## config.mk

```make
export PLATFORM = sky130hd
export DESIGN_NAME = seq_det_prog
export DESIGN_NICKNAME = d
export VERILOG_FILES = /design/src/rtl/seq_det_prog.sv
export SDC_FILE = /design/constraint.sdc
export NUM_CORES = 1
export LEC_CHECK = 0
export ABC_CLOCK_PERIOD_IN_PS = 2500
export CORE_ASPECT_RATIO = 0.9
export CORE_MARGIN = 8
export CORE_UTILIZATION = 45
export DETAILED_ROUTE_END_ITERATION = 12
export DONT_BUFFER_PORTS = 1
export PLACE_DENSITY = 0.57
export SYNTH_ARGS = -nofsm -noshare
export SYNTH_HDL_FRONTEND = slang
export SYNTH_SLANG_ARGS = --single-unit
```

## constraint.sdc

```tcl
create_clock -name clock -period 2.5 [get_ports clock]
set_clock_uncertainty 0.05 [all_clocks]
set_input_delay 0.125 -clock clock [delete_from_list [all_inputs] [get_ports clock]]
set_output_delay 0.125 -clock clock [all_outputs]
set_load 0.05 [all_outputs]
```

## src/rtl/seq_det_prog.sv

```systemverilog
// Runtime-programmable serial sequence detector with per-bit don't-care mask,
// registered match pulse and saturating match counter. Optional macro SEQDET_CNT_CLEAR_EN adds count_clear.
module seq_det_prog #(
  parameter int             N               = 3,
  parameter logic [N-1:0]   SEQUENCE        = 3'b101,
  parameter int             CNT_W           = 8,
  parameter bit             OVERLAP_DEFAULT = 1'b1
) (
  input  logic             clock,
  input  logic             reset,
  input  logic             data_stream,
  input  logic             data_valid,
  input  logic             cfg_load,
  input  logic [N-1:0]     cfg_pattern,
  input  logic [N-1:0]     cfg_mask,
  input  logic             cfg_overlap,
`ifdef SEQDET_CNT_CLEAR_EN
  input  logic             count_clear,
`endif
  output logic             out,
  output logic [CNT_W-1:0] match_count,
  output logic             count_sat
);

  localparam int             FW        = $clog2(N + 1);
  localparam int             HW        = (N > 1) ? N - 1 : 1;
  localparam logic [FW-1:0]  FILL_FULL = FW'(N);
  localparam logic [CNT_W-1:0] CNT_MAX = '1;

  function automatic logic [FW-1:0] fill_sat_inc(input logic [FW-1:0] f);
    return (f == FILL_FULL) ? FILL_FULL : f + FW'(1);
  endfunction

  function automatic logic [CNT_W-1:0] cnt_sat_inc(input logic [CNT_W-1:0] c);
    return (c == CNT_MAX) ? c : c + CNT_W'(1);
  endfunction

  logic [N-1:0]     pattern_q, pattern_d;
  logic [N-1:0]     mask_q,    mask_d;
  logic             overlap_q, overlap_d;
  logic [HW-1:0]    hist_q,    hist_d;
  logic [FW-1:0]    fill_q,    fill_d;
  logic             out_q,     out_d;
  logic [CNT_W-1:0] cnt_q,     cnt_d;
  logic             sat_q,     sat_d;

  logic             din;
  logic [N-1:0]     hist_shift;
  logic [HW-1:0]    hist_keep;
  logic [FW-1:0]    fill_shift;
  logic             hit;

  // Gating with data_valid keeps an X on an idle data_stream out of the datapath.
  assign din = data_stream & data_valid;

  // Only the N-1 youngest bits are stored: the oldest one falls out on the next shift.
  if (N == 1) begin : g_hist_1
    assign hist_shift = din;
    assign hist_keep  = 1'b0;
  end else begin : g_hist_n
    assign hist_shift = {hist_q, din};
    assign hist_keep  = hist_shift[N-2:0];
  end

  assign fill_shift = fill_sat_inc(fill_q);
  assign hit = data_valid && (fill_shift == FILL_FULL) && (|mask_q) &&
               (((hist_shift ^ pattern_q) & mask_q) == '0);

  always_comb begin
    pattern_d = pattern_q;
    mask_d    = mask_q;
    overlap_d = overlap_q;
    hist_d    = hist_q;
    fill_d    = fill_q;
    out_d     = 1'b0;
    cnt_d     = cnt_q;
    sat_d     = sat_q;
    if (cfg_load) begin
      pattern_d = cfg_pattern;
      mask_d    = cfg_mask;
      overlap_d = cfg_overlap;
      hist_d    = '0;
      fill_d    = '0;
    end else if (data_valid) begin
      hist_d = hist_keep;
      // Non-overlapping mode restarts the window so matched bits are never reused.
      fill_d = (hit && !overlap_q) ? '0 : fill_shift;
      out_d  = hit;
      if (hit) begin
        cnt_d = cnt_sat_inc(cnt_q);
        sat_d = sat_q | (cnt_d == CNT_MAX);
      end
    end
`ifdef SEQDET_CNT_CLEAR_EN
    if (count_clear) begin
      cnt_d = '0;
      sat_d = 1'b0;
    end
`endif
  end

  always_ff @(posedge clock) begin
    if (reset) begin
      pattern_q <= SEQUENCE;
      mask_q    <= '1;
      overlap_q <= OVERLAP_DEFAULT;
      hist_q    <= '0;
      fill_q    <= '0;
      out_q     <= 1'b0;
      cnt_q     <= '0;
      sat_q     <= 1'b0;
    end else begin
      pattern_q <= pattern_d;
      mask_q    <= mask_d;
      overlap_q <= overlap_d;
      hist_q    <= hist_d;
      fill_q    <= fill_d;
      out_q     <= out_d;
      cnt_q     <= cnt_d;
      sat_q     <= sat_d;
    end
  end

  assign out         = out_q;
  assign match_count = cnt_q;
  assign count_sat   = sat_q;

endmodule

```

==> flow_summary_export.csv <==
group,metric,value,unit
timing,setup_viol,0,
run_status,run_status,"completed",
route,post_drt_wl_per_cell,14.04,um
cts,path_clk_slew,0.11,ns
cts,clock_latency,0.30,ns
placed_design,place_area,1079,um2
floorplan,die_area,4074,um2
final_layout,layout_commonest_cell,"dfxtp_1",
setup_path,worstPathRequired,2.68,ns
final_layout,fill_cells,214,
floorplan,die_h,61.36,um
final_layout,drive_gt1_share,12.40,%
global_route,use_met2,18.16,%
setup_path,worst-setup-path-type,"register to register",
power_and_ir_drop,leakage,0.4693,nW
synth,synth_cell_types,34,
synth,yosys_register_bits,21,
timing,slew_violations,0,
timing,rsz0062_at_grt,"false",
placed_design,io_buffers,0,
cts,numCtsBuffers,3,
synth,avgSynthCellArea,9.266,um2
floorplan,fp.dieW,66.40,um
route,antenna_left,0,
synth,synth_top_area_cell,"dfxtp_1",
placed_design,dp_hpwl,1563,um
global_route,grt_max_degree,21,
route,first_pass_iters,4,
route,via_per_inst,5.474,
route,drc_errors,0,
power_and_ir_drop,vdd.ir_drop.worst,0.0003685,V
global_route,antenna_found_initial,0,
synth,syn_inst,111,
global_route,grt_pass1_wl,3767,um
timing,period_needed,1.916,ns
synth,synthesis.area,1028,um2
placed_design,gp_congestion,0.7786,
setup_path,critPathCaptureType,"register",
timing,fin_crit_sh,76.62,%
timing,whs,0.1412,ns
route,dr.first_iter.drc_count,56,
setup_path,cp-start-kind,"register",
final_layout,final_util,56.19,%
route,via_count,854,
timing,hold_viol,0,
cts,clockBufferDepth,2,
global_route,grt_usage,11.85,%
floorplan,num_rows,16,
cts,cts_tree,"built",
floorplan,core_area,2162,um2
floorplan,start_util,47.57,%
synth,ys.warnings.count,0,
cts,cts_root_buf,"clkbuf_4",
synth,yosys.area.top_type_share,40.88,%
final_layout,final_cell_mix,"dfxtp_1, dlygate4sd3_1, nor2_1",
timing,worst_pin_slew,0.7403,ns
timing,fin_tns_setup,0,ns
timing,maxSlewHeadroom,50.49,%
final_layout,antennaDiodeCount,0,
setup_path,worstPathArrival,2.10,ns
floorplan,ioPinCount,22,
global_route,grt_pass1_vias,828,
cts,h-tree-depth,1,
global_route,global_route.overflow_total,0,
route,drt-total-wl,2191,um
final_layout,layout.nets,143,
cts,cts.sinks,21,
power_and_ir_drop,power_density,464.2,nW/um2
setup_path,path_max_fanout,5,
cts,postCtsSetupRepairBufs,0,
global_route,grt_util_met3,6.364,%
final_layout,finalInstanceArea,1215,um2
job,cap_violations,0,
final_layout,syn2layout_area_growth,18.13,%
synth,synth_nets,124,
global_route,busiest_layer,"met2",
hold_path,worstHoldPathType,"input pin to register",
synth,synthTopCellsByArea,"dfxtp_1, a211o_1, mux2i_1",
global_route,grt_use_met1,14.47,%
synth,synth_seq_area_share,40.88,%
timing,timing.fmax,522.0,MHz
==> through the flow <==
step,setup WS (ns),total power [mW],instances
after floorplan,0.5233,0.3922,111
after global placement,0.6239,0.3849,141
after detailed placement,0.6368,0.3856,141
after CTS,0.5768,0.5768,156
after global routing,0.4695,0.5981,156
final,0.5845,0.5640,156
==> cell families (layout without fill, tap and decap cells) <==
kind of cell | Yosys count | count (layout) | share of synthesized area [%]
AOI/OAI and AO/OA | 27 | 27 | 20.32
xor gates and xnor gates | 4 | 4 | 3.406
adders and majority gates | 1 | 1 | 1.216
buffers and inverters | 4 | 22 | 3.528
DFF | 21 | 21 | 40.88
muxes | 5 | 5 | 4.866
and+or+nand+nor | 49 | 49 | 25.79
==> final timing paths <==
kind              startpoint             end  slack [ns]  cells past startpoint
setup / recovery   hist_q[0]  match_count[4]        0.58                      5
hold / removal    data_valid             out        0.14                      4
setup reg to reg   hist_q[0]  match_count[4]        0.58                      5
hold reg to reg    fill_q[0]       fill_q[0]        0.46                      2
==> layout make-up <==
type	count	area [um2]	area share [%]
multi-input combinational	86	571.8	47.06
sequential	21	420.4	34.60
clock buffer	4	26.28	2.163
timing repair buffer	18	162.7	13.39
tap	27	33.78	2.781
==> critical path: stages, from the launching register on <==
cell       delay (ns)
dfxtp_1          0.35
xor2_1           0.20
a2111oi_4        0.44
nand2_2          0.14
or4_1            0.50
a21oi_1          0.16
==> state kept, by name (all words and copies together), names as in the netlist <==
name         cells
mask_q           3
out              1
pattern_q        3
match_count      8
overlap_q        1
count_sat        1
fill_q           2
hist_q           2
==> timing repair <==
| action | 4_1_cts | 5_1_grt |
|---|---|---|
| hold endpoints to repair | 21 | 0 |
| gates resized for setup | 0 | 0 |
| endpoints found under the setup margin | 0 | 0 |
| hold buffers | 11 | 0 |
==> synthesized netlist by cell type (all sizes together) <==
master and number:
nor2 10, and3 5, buf 2, and4b 1, or4 1, dfxtp 21, and4 1, nor2b 7
a311oi 1, a21boi 1, ha 1, o31ai 1, a41oi 1, mux2i 5, nor3 8, nand3 2
o21ai 2, a21oi 7, a211oi 1, a31oi 3, a2111oi 2, nand2 9, a22oi 1, and2 5
xor2 4, clkbuf 2, a211o 7
==> power by group <==
part / internal, mW / switching [mW] / leakage (nW)
combinational: 0.0266 / 0.0241 / 0.283
sequential: 0.344 / 0.00777 / 0.171
clock: 0.0622 / 0.0993 / 0.0150
==> routing by layer <==
layer	part of all wire [%]	vias to the layer above
met4	0.55	0
met5	0	-
met1	50	383
met2	41	24
li1	-	445
met3	9.3	2
Note: power is estimated with default switching activity, not from simulation.
